--- config.mk ---
export PLATFORM = sky130hd
export DESIGN_NAME = tick_divider_bank
export DESIGN_NICKNAME = d
export VERILOG_FILES = /design/src/rtl/tick_divider_bank.sv
export SDC_FILE = /design/constraint.sdc
export NUM_CORES = 1
export LEC_CHECK = 0
export CAP_MARGIN = 25
export CORE_MARGIN = 2
export CORE_UTILIZATION = 65
export DETAILED_ROUTE_END_ITERATION = 8
export GPL_ROUTABILITY_DRIVEN = 1
export HOLD_SLACK_MARGIN = 0.03
export PLACE_DENSITY = 0.84
export REMOVE_ABC_BUFFERS = 1
export SLEW_MARGIN = 5
export SYNTH_ARGS = -nofsm -noshare
export SYNTH_HDL_FRONTEND = slang
export SYNTH_SLANG_ARGS = --single-unit
export TNS_END_PERCENT = 20
--- constraint.sdc ---
create_clock -name clk -period 14.7 [get_ports clk]
set_clock_uncertainty 0.2 [all_clocks]
set_input_delay 2.94 -clock clk [delete_from_list [all_inputs] [get_ports clk]]
set_output_delay 2.94 -clock clk [all_outputs]
set_load 0.01 [all_outputs]
--- src/rtl/tick_divider_bank.sv ---
// Bank of N_CH independent runtime-programmable clock-enable generators.
// Each channel emits a registered 1-cycle tick and a 50%-duty square output.

module tick_divider_ch #(
    parameter int               DIV_W   = 32,
    parameter logic [DIV_W-1:0] RST_DIV = '0
) (
    input  logic             clk,
    input  logic             rst_n,
    input  logic             en_i,
    input  logic             clr_i,
    input  logic             wr_i,
    input  logic [DIV_W-1:0] wr_div_i,
    output logic             tick_o,
    output logic             sq_o
);

    logic [DIV_W-1:0] cnt_q, cnt_d;
    logic [DIV_W-1:0] div_q, div_d;
    logic             tick_q, tick_d;
    logic             sq_q, sq_d;
    logic [DIV_W-1:0] div_eff;
    logic             terminal;

    // A programmed divisor of 0 is treated as 1 so the counter can never run away.
    assign div_eff  = (div_q == '0) ? DIV_W'(1) : div_q;
    assign terminal = (cnt_q == div_eff - DIV_W'(1));

    always_comb begin
        cnt_d  = cnt_q;
        div_d  = div_q;
        sq_d   = sq_q;
        tick_d = 1'b0;
        if (clr_i) begin
            cnt_d = '0;
            sq_d  = 1'b0;
            if (wr_i) begin
                div_d = wr_div_i;
            end
        end else if (wr_i) begin
            // Restart the period on the new divisor; the square level is kept.
            div_d = wr_div_i;
            cnt_d = '0;
        end else if (en_i) begin
            if (terminal) begin
                cnt_d  = '0;
                tick_d = 1'b1;
                sq_d   = ~sq_q;
            end else begin
                cnt_d  = cnt_q + DIV_W'(1);
            end
        end
    end

    always_ff @(posedge clk) begin
        if (!rst_n) begin
            cnt_q  <= '0;
            div_q  <= RST_DIV;
            tick_q <= 1'b0;
            sq_q   <= 1'b0;
        end else begin
            cnt_q  <= cnt_d;
            div_q  <= div_d;
            tick_q <= tick_d;
            sq_q   <= sq_d;
        end
    end

    assign tick_o = tick_q;
    assign sq_o   = sq_q;

endmodule

module tick_divider_bank #(
    parameter int                     N_CH        = 3,
    parameter int                     DIV_W       = 32,
    parameter logic [N_CH*DIV_W-1:0]  DEFAULT_DIV = {32'd4, 32'd50_000, 32'd50_000_000}
) (
    input  logic             clk,
    input  logic             rst_n,
    input  logic             en_i,
    input  logic             clr_i,
    input  logic             wr_en_i,
    input  logic [2:0]       wr_ch_i,
    input  logic [DIV_W-1:0] wr_div_i,
    output logic [N_CH-1:0]  tick_o,
    output logic [N_CH-1:0]  sq_o
);

    typedef struct packed {
        logic             en;
        logic [2:0]       ch;
        logic [DIV_W-1:0] div;
    } wr_req_t;

    wr_req_t         wr_req;
    logic [N_CH-1:0] wr_hit;

    assign wr_req = '{en: wr_en_i, ch: wr_ch_i, div: wr_div_i};

    genvar i;
    generate
        for (i = 0; i < N_CH; i++) begin : g_ch
            // Index match alone rejects out-of-range channels: no channel carries those indices.
            assign wr_hit[i] = wr_req.en && (wr_req.ch == 3'(i));

            tick_divider_ch #(
                .DIV_W   (DIV_W),
                .RST_DIV (DEFAULT_DIV[i*DIV_W +: DIV_W])
            ) u_ch (
                .clk      (clk),
                .rst_n    (rst_n),
                .en_i     (en_i),
                .clr_i    (clr_i),
                .wr_i     (wr_hit[i]),
                .wr_div_i (wr_req.div),
                .tick_o   (tick_o[i]),
                .sq_o     (sq_o[i])
            );
        end
    endgenerate

endmodule
==> flow_summary.ini, run 1 <==
[drt]
drtIter0Drc = 935
via_count = 11480
vias_per_cell = 6.402
wl_mm = 34.98
dr.pass1.iters = 5
avgRoutedWirePerCell_um = 19.51
drcViolationCount = 0
antenna_left = 0

[clocking]
clock_latency_ns = 0.44
cts.repair.resized = 0
cts_tree = done
postCtsSetupBuffers = 0
path_clk_slew_ns = 0.07
cts_buffers = 17
clk_path_buf_depth = 2
ctsHtreeMaxLevel = 4
cts_hold_buf = 0
cts_root_buf = clkbuf_16
cts_sinks = 198

[floorplan]
rows = 50
die_w_um = 140.8
start_util_pct = 65.68
die-area_mm2 = 0.01982
core_area_mm2 = 0.01852
ios = 46
die_y_um = 140.8

[sta]
setup_viol = 0
max_clock_freq_mhz = 179.3
setup_tns_ns = 0
rsz0062_at_grt = no
drv_slew = 0
period_share_pct = 37.94
setup_ws_ns = 9.123
finalHoldViolations = 0
tightest_slew_ns = 0.9920
min_period_ns = 5.577
slew_headroom_pct = 33.26

[global_routing]
grt_util_all_layers_pct = 35.22
grt_pass1_wl_mm = 55.68
antenna_found_initial = 0
overflow = 0
grt_pass1_vias = 10630
grt_max_degree = 74

[run]
cap_violations = 0

[logic_synthesis]
async_flop_share_pct = 0
ys.flop_type = dfxtp_1
netlist_instances = 1560
ys_seq_area_share_pct = 32.59
syn_avg_cell_area_um2 = 7.796
yosysWarnings = 0
synth_enable_flop_cells = 0
synth_cell_types = 76
synth_area_mm2 = 0.01216
ys_ff_latch = 198

[power_and_ir_drop]
vdd_drop_max_mv = 0.08185
power_mw = 1.150
p_leak_nw = 4.535
powerDensity_mw_per_mm2 = 86.41

[hold_path]
hp-class = reg -> reg

[critical_path]
critPathLaunchType = input port
cp-end-kind = flip-flop
path_common_cell = nand4_1
cp_cell_sequence = clkdlybuf4s50_1 > buf_4 > and4_1 > nand4_1 > nor4_1 > nand4_1 > xor2_1 > nor3_1
crit_type = in -> reg
crit_slowest_cell = nor4_1
crit_arrival_ns = 5.74
cp.required_ns = 14.86
slowest_delay_ns = 0.88
path_max_fanout = 23

[layout]
fin_area_mm2 = 0.01331
nFillCells = 1513
final_common_cell = nand2_1
drive_gt1_share_pct = 5.196
fin_util_pct = 71.89
most-common-layout-cells = 263 x nand2_1, 198 x dfxtp_1, 112 x nor2_1, 104 x xor2_1, 102 x xnor2_1
n_antenna_cell = 0
final_nets = 1592
area_growth_pct = 9.455

[placed_design]
pre_cts_slack_ns = 8.707
gp_congestion = 1.003
dp_hpwl_mm = 26.76
portBuffers = 45
dpl_cell_area_mm2 = 0.01268

[run_status]
status = completed
[worst max-delay path: cells and delay by family]
| family | cells | cell delay [ns] |
|---|---|---|
| xor gates and xnor gates | 1 | 0.19 |
| and+or+nand+nor | 5 | 1.82 |
| buffers and inverters | 2 | 0.77 |
[path summary, 6_finish.rpt]
check	startpoint	cells past startpoint	endpoint	slack [ns]
setup / recovery	en_i	8	g_ch[2].u_ch.cnt_q[22]	9.12
hold / removal	g_ch[2].u_ch.div_q[13]	2	g_ch[2].u_ch.div_q[13]	0.30
setup reg to reg	g_ch[0].u_ch.div_q[19]	13	g_ch[0].u_ch.cnt_q[13]	9.21
hold reg to reg	g_ch[2].u_ch.div_q[13]	2	g_ch[2].u_ch.div_q[13]	0.30
[cell families after synthesis]
group | synth area share (%)
AOI/OAI and AO/OA | 13.27
xor gates and xnor gates | 15.02
adders and majority gates | 0.6173
buffers and inverters | 3.735
DFF | 32.59
muxes | 0.7716
and+or+nand+nor | 33.99
[power by group]
part           switching (mW)  internal, mW  leakage, nW
combinational          0.0685        0.0471         2.64
clock                   0.232         0.247        0.298
sequential             0.0123         0.543         1.60
total                   0.313         0.837         4.53
[stage by stage]
stage | hold WS (ns) | instances
2_1_floorplan | 0.2608 | 1467
3_3_place_gp | 0.2734 | 1757
3_5_place_dp | 0.2886 | 1760
4_1_cts | 0.3009 | 1792
5_1_grt | 0.3206 | 1793
6_report | 0.3043 | 1793
[cells in the mapped netlist (4+ instances only)]
master     count  share of area [%]
nand2b_1      19               0.98
o31ai_1       10               0.62
nor3_1       100                4.1
nor4_1        43                2.2
or3_1         24                1.2
nand4b_1       7               0.50
nor4b_1        7               0.50
xnor2_1      102                7.3
or3b_2         4               0.29
nor2b_1        7               0.36
nand3b_1       6               0.37
o211ai_1      11               0.68
a311oi_1       5               0.36
mux2i_1        6               0.49
dfxtp_1      198                 33
a21oi_1       16               0.66
and2_1         5               0.26
a211oi_1       7               0.43
buf_2          9               0.37
o21ai_0       21               0.86
a21boi_0      81                5.0
buf_4          6               0.37
and4_1        11               0.79
or2_2         10               0.51
nand4_1       36                1.9
nor3b_1       11               0.68
a31oi_1       13               0.67
xor2_1       104                7.5
a21o_1         4               0.25
nand2_1      263                8.1
inv_1         17               0.52
a2111oi_0      4               0.29
or4_1         24                1.5
nor2_1       112                3.5
clkbuf_1      77                2.4
and3_1        32                1.6
a211o_1        4               0.29
o21a_1         5               0.31
nand3_1       75                3.1
ha_1           6               0.62
[layout make-up]
| class | count | area (µm²) | area share [%] |
|---|---|---|---|
| timing repair buffer | 60 | 613.1 | 4.606 |
| clock inverter | 14 | 161.4 | 1.213 |
| multi-input combinational | 1252 | 7777 | 58.43 |
| tap | 234 | 292.8 | 2.199 |
| inverter | 17 | 63.81 | 0.4794 |
| sequential | 198 | 3964 | 29.78 |
| clock buffer | 18 | 439.2 | 3.299 |
[routing by layer]
metal	share of wire, %	global-route usage, %	vias up
li1	-	-	5513
met3	7.3	5.299	92
met2	48	59.72	455
met5	0	0	-
met1	41	45.48	5419
met4	3.8	13.47	0
[registers in the layout (all words and copies together) (netlist names)]
register          cells
g_ch.u_ch.cnt_q      96
g_ch.u_ch.sq_o        3
g_ch.u_ch.div_q      96
g_ch.u_ch.tick_o      3
(Power assumes the default switching activity.)
==> run 2: changes to the inputs <==
--- a/config.mk
+++ b/config.mk
@@ -7,11 +7,11 @@
 export LEC_CHECK = 0
 export CAP_MARGIN = 25
 export CORE_MARGIN = 2
-export CORE_UTILIZATION = 65
+export CORE_UTILIZATION = 56
 export DETAILED_ROUTE_END_ITERATION = 8
 export GPL_ROUTABILITY_DRIVEN = 1
 export HOLD_SLACK_MARGIN = 0.03
-export PLACE_DENSITY = 0.84
+export PLACE_DENSITY = 0.77
 export REMOVE_ABC_BUFFERS = 1
 export SLEW_MARGIN = 5
 export SYNTH_ARGS = -nofsm -noshare
==> constraint.sdc (replaced) <==
create_clock -name clk -period 4.7 [get_ports clk]
set_clock_uncertainty 0.2 [all_clocks]
set_input_delay 0.94 -clock clk [delete_from_list [all_inputs] [get_ports clk]]
set_output_delay 0.94 -clock clk [all_outputs]
set_load 0.01 [all_outputs]
==> flow_summary.ini, run 2 (same netlist as run 1, synthesis figures left out) <==
[drt]
drcViolationCount = 0
dr.pass1.iters = 5
avgRoutedWirePerCell_um = 19.07
vias_per_cell = 6.163
antenna_left = 0
drtIter0Drc = 1121
via_count = 11700
wl_mm = 36.19

[floorplan]
start_util_pct = 57.49
ios = 46
die-area_mm2 = 0.02291
die_y_um = 151.4
die_w_um = 151.4
core_area_mm2 = 0.02115
rows = 53

[clocking]
cts_sinks = 198
clk_path_buf_depth = 2
cts_buffers = 17
cts_tree = done
cts_hold_buf = 0
cts_root_buf = clkbuf_16
ctsHtreeMaxLevel = 4
path_clk_slew_ns = 0.08
clock_latency_ns = 0.45

[layout]
drive_gt1_share_pct = 9.427
multi_input_area_mm2 = 0.007811
stdcell_count = 1898
regArea_mm2 = 0.003966
nFillCells = 1873
top_regs = g_ch.u_ch.cnt_q: 96 flops, g_ch.u_ch.div_q: 96 flops
final_common_cell = nand2_1
n_antenna_cell = 0
area_growth_pct = 14.01
fin_area_mm2 = 0.01387
most-common-layout-cells = 263 x nand2_1, 196 x dfxtp_1, 111 x nor2_1, 104 x xor2_1, 102 x xnor2_1
final_nets = 1657

[power_and_ir_drop]
clockPowerShare_pct = 41.7
p_leak_nw = 4.856
powerDensity_mw_per_mm2 = 262.0
switching_share_pct = 26.75
vdd_drop_max_mv = 0.2300
pwr-share-seq_pct = 47.5
p_sw_mw = 0.9715
intPower_mw = 2.661
power_frac_comb_pct = 10.8
power_mw = 3.632

[global_routing]
antenna_found_initial = 0
overflow = 0
grt_max_degree = 98
grt_pass1_vias = 10690
grt_util_all_layers_pct = 31.64
grt_pass1_wl_mm = 56.39

[hold_path]
hp-class = reg -> reg
holdPathStages = 2
whs_endpoint = g_ch[0].u_ch.div_q[27]
min_from = g_ch[0].u_ch.div_q[27]

[critical_path]
crit_arrival_ns = 4.67
r2r_start = g_ch[0].u_ch.div_q[7]
path_common_cell = or4b_4
crit_type = reg -> reg
r2r_slack_ns = 0.17
cp.required_ns = 4.84
r2r_end = g_ch[0].u_ch.cnt_q[0]
crit_family = simple AND/OR/NAND/NOR gates
worst-path-buf-inv = 2
worstRegToRegCells = 14
critPathLaunchType = flip-flop
path_max_fanout = 15
crit_slowest_cell = or4b_4
cp_cell_sequence = or3_1 > or4b_4 > o41a_1 > ha_2 > nor3b_1 > xnor2_1 > or3b_2 > or4b_4 > nor2_2 > nand4_1 > o41ai_4 > buf_4 > clkbuf_16 > nor2_1
cp-end-kind = flip-flop
cp_num_cells = 14
slowest_delay_ns = 0.55

[placed_design]
dp_cells = 1862
gp_congestion = 0.9988
portBuffers = 45
dp_hpwl_mm = 27.35
dpl_cell_area_mm2 = 0.01318

[sta]
finalHoldViolations = 0
setup_viol = 0
tightest_slew_ns = 0.8506
max_clock_freq_mhz = 220.9
min_period_ns = 4.528
setup_tns_ns = 0
slew_headroom_pct = 42.85
hold_slack_ns = 0.2917
period_share_pct = 96.33
drv_slew = 0

[run]
cap_violations = 0

[run_status]
status = completed
run 2: metal layers:
layer / vias to the layer above / wire length (µm) / GRT usage (%)
li1: 5636 / - / -
met1: 5511 / 15950 / 43.31
met2: 479 / 16510 / 50.38
met3: 71 / 2622 / 5.452
met4: 0 / 1100 / 10.84
met5: - / 0 / 0
run 2: power groups by stage:
stage | Clock [mW] | Sequential, mW | Combinational (mW)
2_1_floorplan | 0 | 1.76 | 0.207
3_3_place_gp | 0 | 1.76 | 0.370
3_5_place_dp | 0 | 1.76 | 0.374
4_1_cts | 1.54 | 1.72 | 0.376
5_1_grt | 1.60 | 1.73 | 0.420
6_report | 1.51 | 1.73 | 0.392
run 2: timing repair:
item,CTS,global route
gates resized for setup,0,10
endpoints found under the setup margin,0,64
setup buffers,0,4
run 2: how the worst max path moves through the flow:
stage | slack, ns | start | end
finish | 0.17 | g_ch[0].u_ch.div_q[7] | g_ch[0].u_ch.cnt_q[0]
global route | -0.02 | g_ch[0].u_ch.div_q[7] | g_ch[0].u_ch.cnt_q[0]
CTS | 0.07 | g_ch[0].u_ch.div_q[10] | g_ch[0].u_ch.cnt_q[2]
detailed placement | 0.09 | g_ch[0].u_ch.div_q[7] | g_ch[0].u_ch.cnt_q[14]
global placement | 0.20 | g_ch[0].u_ch.div_q[7] | g_ch[0].u_ch.cnt_q[24]
floorplan | -1.27 | g_ch[2].u_ch.div_q[17] | g_ch[2].u_ch.cnt_q[6]
run 2: cell type report:
class                   instances  area share (%)
clock inverters                14           1.200
well taps                     275           2.482
clock buffers                  17           3.068
flip-flops and latches        198           28.60
repair buffers                125           7.851
multi-input cells            1252           56.33
inverters                      17          0.4602
run 2: worst register-to-register path, stage by stage, from the launching register on:
cell	delay, ns
dfxtp_1	0.31
or3_1	0.39
or4b_4	0.55
o41a_1	0.41
ha_2	0.21
nor3b_1	0.15
xnor2_1	0.22
or3b_2	0.47
or4b_4	0.53
nor2_2	0.09
nand4_1	0.20
o41ai_4	0.31
buf_4	0.19
clkbuf_16	0.16
nor2_1	0.05
run 2: through the flow:
stage                     utilization, %  worst slack [ns]
final                              65.55            0.1724
after global routing               65.55          -0.01916
after global placement             62.32            0.1971
after detailed placement           62.32           0.08619
after CTS                          65.12           0.06810
after floorplan                        -            -1.270
==> run 3: changes to the inputs <==
--- a/config.mk
+++ b/config.mk
@@ -10,9 +10,9 @@
 export CORE_UTILIZATION = 56
 export DETAILED_ROUTE_END_ITERATION = 8
 export GPL_ROUTABILITY_DRIVEN = 1
-export HOLD_SLACK_MARGIN = 0.03
 export PLACE_DENSITY = 0.77
 export REMOVE_ABC_BUFFERS = 1
+export SETUP_SLACK_MARGIN = 0.15
 export SLEW_MARGIN = 5
 export SYNTH_ARGS = -nofsm -noshare
 export SYNTH_HDL_FRONTEND = slang
==> flow_summary.ini, run 3 (same netlist as run 1, synthesis figures left out) <==
[clocking]
cts_sinks = 198
ctsHtreeMaxLevel = 4
clock_latency_ns = 0.45
cts_root_buf = clkbuf_16
cts_tree = done
cts_buffers = 17
path_clk_slew_ns = 0.08
cts_hold_buf = 0
clk_path_buf_depth = 2

[power_and_ir_drop]
vdd_drop_max_mv = 0.2332
intPower_mw = 2.670
pwr-share-seq_pct = 47.3
powerDensity_mw_per_mm2 = 258.8
power_mw = 3.652
switching_share_pct = 26.89
p_sw_mw = 0.9819
p_leak_nw = 4.921
power_frac_comb_pct = 11.2
clockPowerShare_pct = 41.5

[global_routing]
overflow = 0
grt_util_all_layers_pct = 31.96
grt_max_degree = 98
antenna_found_initial = 0
grt_pass1_vias = 10800
grt_pass1_wl_mm = 56.93

[sta]
drv_slew = 0
setup_tns_ns = 0
tightest_slew_ns = 0.8455
min_period_ns = 4.582
setup_viol = 0
period_share_pct = 97.50
rsz0062_at_grt = yes
slew_headroom_pct = 43.64
finalHoldViolations = 0
max_clock_freq_mhz = 218.2

[critical_path]
crit_type = reg -> reg
cp-end-kind = flip-flop
r2r_slack_ns = 0.12
crit_arrival_ns = 4.73
path_max_fanout = 7
crit_family = simple AND/OR/NAND/NOR gates
crit_slowest_cell = or4b_4
worst-path-buf-inv = 3
cp.required_ns = 4.84
critPathLaunchType = flip-flop
cp_cell_sequence = or3_4 > or4b_4 > o41a_1 > ha_2 > nor3b_4 > xnor2_2 > or3b_4 > or4b_4 > nor2_4 > nand4_1 > o41ai_4 > buf_4 > buf_6 > buf_6 > nor2_1
slowest_delay_ns = 0.57

[drt]
vias_per_cell = 6.160
drtIter0Drc = 1065
drcViolationCount = 0
antenna_left = 0
dr.pass1.iters = 8
avgRoutedWirePerCell_um = 19.18
via_count = 11730
wl_mm = 36.54

[floorplan]
core_area_mm2 = 0.02115
rows = 53
die_w_um = 151.4
die-area_mm2 = 0.02291
start_util_pct = 57.49
die_y_um = 151.4
ios = 46

[layout]
multi_input_area_mm2 = 0.007959
drive_gt1_share_pct = 11.47
top_regs = g_ch.u_ch.cnt_q: 96 flops, g_ch.u_ch.div_q: 96 flops
n_antenna_cell = 0
stdcell_count = 1905
fin_area_mm2 = 0.01411
most-common-layout-cells = 263 x nand2_1, 188 x dfxtp_1, 104 x xor2_1, 101 x xnor2_1, 98 x nor2_1
final_nets = 1664
nFillCells = 1824
area_growth_pct = 16.02
fin_util_pct = 66.70
regArea_mm2 = 0.003976
final_common_cell = nand2_1

[placed_design]
dpl_cell_area_mm2 = 0.01318
gp_congestion = 0.9988
portBuffers = 45
dp_hpwl_mm = 27.35
dp_cells = 1862

[run_status]
status = completed

[hold_path]
hp-class = reg -> reg

[run]
cap_violations = 0
## run 3: cell count changes in the layout (fill, tap and decap cells not counted), moves of 2 or more
| cell | change |
|---|---|
| nor4_4 | +2 |
| dfxtp_1 | -8 |
| nor2_1 | -13 |
| nor2_2 | +2 |
| dfxtp_2 | +8 |
| buf_4 | +3 |
| buf_6 | +3 |
| nor2_4 | +11 |
| or3_4 | +2 |
| or3_1 | -2 |
| buf_16 | +2 |
## run 3: what timing repair did
| action | CTS | global route |
|---|---|---|
| hold endpoints to repair | 0 | 0 |
| gates cloned | 3 | 0 |
| endpoints found under the setup margin | 31 | 100 |
| buffers inserted | 6 | 3 |
| pin swaps | 6 | 20 |
| resized for setup | 3 | 53 |
## run 3: area by class of cell
type,instances,area share (%)
clock buffer,17,3.015
clock inverter,14,1.179
tap,275,2.439
multi-input combinational,1252,56.41
inverter,17,0.4522
timing repair buffer,132,8.327
sequential,198,28.18
## run 3: worst paths after layout
check	start	to	cells after the start
hold reg to reg	g_ch[0].u_ch.div_q[27]	g_ch[0].u_ch.div_q[27]	2
setup reg to reg	g_ch[0].u_ch.div_q[10]	g_ch[0].u_ch.cnt_q[29]	15
hold / removal	g_ch[0].u_ch.div_q[27]	g_ch[0].u_ch.div_q[27]	2
setup / recovery	g_ch[0].u_ch.div_q[10]	g_ch[0].u_ch.cnt_q[29]	15
## run 3: routing by layer
layer / vias up / share of wire [%] / global-route usage [%]
met5: - / 0 / 0
met4: 0 / 3.3 / 11.03
met3: 76 / 7.7 / 5.572
met2: 466 / 46 / 50.95
met1: 5533 / 44 / 43.65
li1: 5659 / - / -
## run 3: per-stage QoR
| step | worst slack (ns) | hold slack (ns) |
|---|---|---|
| finish | 0.1176 | 0.2921 |
| global placement | 0.1971 | 0.2810 |
| detailed placement | 0.08619 | 0.2848 |
| CTS | 0.1530 | 0.2950 |
| global route | -0.004958 | 0.3227 |
| floorplan | -1.270 | 0.2608 |
## run 3: tightest hold or removal path: stages (launching register included)
cell	delay, ns
dfxtp_1	0.33
nand2_1	0.05
a21boi_0	0.06
## run 3: power groups by stage
stage | logic [mW] | registers, mW | clock network (mW)
2_1_floorplan | 0.207 | 1.76 | 0
3_3_place_gp | 0.370 | 1.76 | 0
3_5_place_dp | 0.374 | 1.76 | 0
4_1_cts | 0.389 | 1.72 | 1.54
5_1_grt | 0.437 | 1.73 | 1.60
6_report | 0.408 | 1.73 | 1.52
==> edit 1, RTL diff (config.mk and constraints of run 1) <==
Make the reset (`rst_n`) asynchronous in one clocked block.
--- a/src/rtl/tick_divider_bank.sv
+++ b/src/rtl/tick_divider_bank.sv
@@ -52,7 +52,7 @@
         end
     end
 
-    always_ff @(posedge clk) begin
+    always_ff @(posedge clk or negedge rst_n) begin
         if (!rst_n) begin
             cnt_q  <= '0;
             div_q  <= RST_DIV;
Function: differs if rst_n is asserted again (counterexample within 4 cycles, from zero or initial values and one cycle with rst_n low); with rst_n held inactive, the same outputs for 4 cycles.
==> edit 1 against run 1 <==
- design area grew 10%
- worst setup slack got worse by 0.35 ns
- cell count rose by 0.56%
- sequential cell count unchanged
- count of clock-buffer cells in the layout up 1
- routed wire length up 8.9%
- largest cell class unchanged
- synthesized area grew 12%
- highest routed layer unchanged
Power is not compared: it rests on default switching activity, and its combinational part moved more than twofold at a synthesized area within 25%.
==> edit 1: results <==
group,metric,value,unit
synth,synthTopCellsByArea,"dfrtp_1 (33%), mux2_2 (7.8%), xnor2_1 (4.4%), nand2_1 (4.1%), nand4_1 (3.8%)",
routing,dr_wl_met2,17960,um
final_layout,nNonClkInverters,47,
final_layout,clkbuf_count,19,
min_path,hold_depth,1,
synth,ys_seq_area_frac,0.3652,
setup_path,r2r-start,"g_ch[0].u_ch.div_q[26]",
synth,synthDistinctLibCells,82,
status,status,"completed",
place,dpl.hpwl,27210,um
final_layout,multi_input_area,8028,sq um
routing,drtIter0Drc,1228,
synth,ys_top_cells_by_count,"dfrtp_1 (179), nand2_1 (148), nor2_1 (106)",
synth,synth_fa_ha_area_frac,0.005507,
final_layout,area_growth,7.774,%
sta,tightest_slew,0.9383,ns
final_layout,multi_input_cells,1197,
synth,yosysMostFrequentCell,"dfrtp_1",
setup_path,cp_slowest_stage_delay,0.76,ns
final_layout,nets,1566,
final_layout,regArea,4979,sq um
grt,grt_pass1_vias,11560,
grt,use_met2,0.5567,
synth,synth_mux_area_frac,0.09711,
final_layout,nonClkBufAreaFrac,0.03943,
setup_path,critPathKind,"flop to flop",
routing,met1_length,16150,um
grt,grt.met3_usage,0.05168,
grt,grt_max_degree,118,
final_layout,clock_area_frac,0.04028,
setup_path,cpMaxStageDelayCell,"or4_4",
final_layout,fill_cells,1538,
edit 1: changes by cell type in the layout (fill, tap and decap cells not counted), moves of 21 or more:
cell,run 1,this run
nand2_1,263,148
dfrtp_1,0,179
a21boi_0,81,2
xnor2_1,102,68
xor2_1,104,36
dfxtp_1,198,0
inv_1,17,47
nor3_1,99,52
nand4_1,36,82
o21ai_0,21,42
o311ai_1,0,21
a31oi_1,13,44
mux2_2,3,94
edit 1: through the flow:
stage | std cells | hold slack (ns) | setup WS (ns) | util | power, mW
after floorplan | 1442 | 0.2978 | 6.198 | - | 0.9675
after global placement | 1770 | 0.3264 | 8.913 | 0.6888 | 1.084
after detailed placement | 1770 | 0.3382 | 8.741 | 0.6888 | 1.096
after CTS | 1802 | 0.3509 | 8.879 | 0.7178 | 1.575
after global routing | 1803 | 0.3754 | 8.455 | 0.7191 | 1.656
final | 1803 | 0.3520 | 8.775 | 0.7191 | 1.588
==> edit 2, RTL diff (flow settings as in run 1) <==
Made on the original files. `DIV_W` is set to 32 in 2 places; all go to 24.
--- a/src/rtl/tick_divider_bank.sv
+++ b/src/rtl/tick_divider_bank.sv
@@ -2,7 +2,7 @@
 // Each channel emits a registered 1-cycle tick and a 50%-duty square output.
 
 module tick_divider_ch #(
-    parameter int               DIV_W   = 32,
+    parameter int               DIV_W   = 24,
     parameter logic [DIV_W-1:0] RST_DIV = '0
 ) (
     input  logic             clk,
@@ -73,7 +73,7 @@
 
 module tick_divider_bank #(
     parameter int                     N_CH        = 3,
-    parameter int                     DIV_W       = 32,
+    parameter int                     DIV_W       = 24,
     parameter logic [N_CH*DIV_W-1:0]  DEFAULT_DIV = {32'd4, 32'd50_000, 32'd50_000_000}
 ) (
     input  logic             clk,
Ports: changed (resized wr_div_i); port bits go from 46 to 38. The function was not compared with the original's and may differ.
==> edit 2 against run 1 <==
- routed wire length shrank 28%
- via count shrank 22%
- register-to-register slack gained 0.63 ns
- combinational power shrank 19%
- synthesized area shrank 22%
- die area shrank 22%
- worst setup slack gained 0.44 ns
- clock power shrank 11%
- design area shrank 22%
- sequential cell count shrank 48
- count of clock-buffer cells in the layout grew 2
- total power shrank 18%
- critical path type unchanged
==> edit 2: results <==
group,metric,value,unit
status,status,"completed",
synth,ys_seq_area_frac,0.3171,
place,routabilityCongestion,0.9767,
cts,clk_latency,0.43,ns
cts,root_buffer,"clkbuf_16",
grt,grt_pass1_vias,8280,
cts,post_cts_buffers,0,
routing,drtIter0Drc,841,
routing,wl_per_cell,17.97,um
grt,grtUsageTotal,0.3239,
setup_path,worstPathMaxFanout,74,
synth,postSynth.asyncResetShare,0,
final_layout,diodes,0,
setup_path,r2r-start,"g_ch[0].u_ch.div_q[5]",
cts,cts_resized,0,
place,place_ws,9.149,ns
final_layout,top_regs,"g_ch.u_ch.cnt_q x72, g_ch.u_ch.div_q x72",
min_path,min_from,"g_ch[0].u_ch.sq_o",
pwr,ir_drop,0.09270,mV
grt,grt_max_degree,75,
final_layout,drive_above_1_share,0.05719,
grt,antenna_found_initial,0,
grt,grt_pass1_wl,41300,um
setup_path,crit_arrival,5.28,ns
setup_path,cpMaxStageDelayCell,"nand2_1",
final_layout,nets,1249,
routing,vias,8930,
final_layout,fill_cells,1163,
setup_path,critPathLaunch,"rst_n",
pwr,p_leak,3.567,nW
cts,cts_buffers,17,
cts,htreeDepth,4,
cts,path_clk_slew,0.07,ns
cts,clk_path_buf_depth,2,
synth,yosysWarnings,0,
synth,synthDistinctLibCells,80,
place,io_buffers,37,
synth,ys_top_cells_by_count,"nand2_1 (226), dfxtp_1 (150), nor3_1 (98)",
synth,synthTopCellsByArea,"dfxtp_1 (32%), nand2_1 (9.0%), xnor2_1 (6.8%), xor2_1 (6.3%), nor3_1 (5.2%)",
setup_path,cp_slowest_stage_delay,0.73,ns
routing,dr.pass1.iters,5,
place,dpl.hpwl,18590,um
sta,tightest_slew,0.9093,ns
min_path,hold_class,"flop to flop",
synth,synth_flop_cell,"dfxtp_1",
edit 2: logic make-up (layout without fill, tap and decap cells):
kind of cell    count (synthesis)  count (layout)  share of synthesized area
simple gates                  646             646                     0.3525
buf+inv                        91              95                    0.04202
fa+ha+maj                       6               6                   0.007928
xor+xnor                      141             141                     0.1304
flops                         150             150                     0.3171
mux                             9               9                    0.01017
compound gates                177             177                     0.1398
edit 2: path summary, 6_finish.rpt:
kind | endpoint | slack, ns | depth (start not counted)
worst max-delay path | g_ch[1].u_ch.cnt_q[12] | 9.56 | 5
worst max register to register | g_ch[0].u_ch.sq_o | 9.84 | 13
worst min-delay path | g_ch[0].u_ch.sq_o | 0.31 | 2
worst min register to register | g_ch[0].u_ch.sq_o | 0.31 | 2
edit 2: final cells by class:
type	instances	share of cell area
clock buffer	20	0.04391
timing repair buffer	47	0.04211
sequential	150	0.2887
inverter	16	0.005775
clock inverter	12	0.01155
tap	184	0.02214
multi-input combinational	979	0.5858
edit 2: routing by layer:
layer / global-route usage / wire, um
met1: 0.4370 / 11490
met2: 0.5178 / 11520
met3: 0.06143 / 1619
met4: 0.1183 / 669
met5: 0 / 0
edit 2: power by group:
group | leakage [nW] | switching, mW | total, mW | internal [mW]
clock network | 0.266 | 0.182 | 0.426 | 0.244
registers | 1.21 | 0.0108 | 0.423 | 0.412
logic | 2.09 | 0.0558 | 0.0937 | 0.0378
edit 2: per-stage QoR:
step	instances	util	area (sq um)	power (mW)
floorplan	1145	-	9131	0.4863
global placement	1375	0.6833	9818	0.5201
detailed placement	1375	0.6833	9818	0.5214
CTS	1407	0.7234	10400	0.9418
global route	1408	0.7238	10400	0.9705
finish	1408	0.7238	10400	0.9424
edit 2: critical path: cells and delay by family:
kind,cells,cell delay (ns)
buffers and inverters,2,0.55
and+or+nand+nor,3,1.72
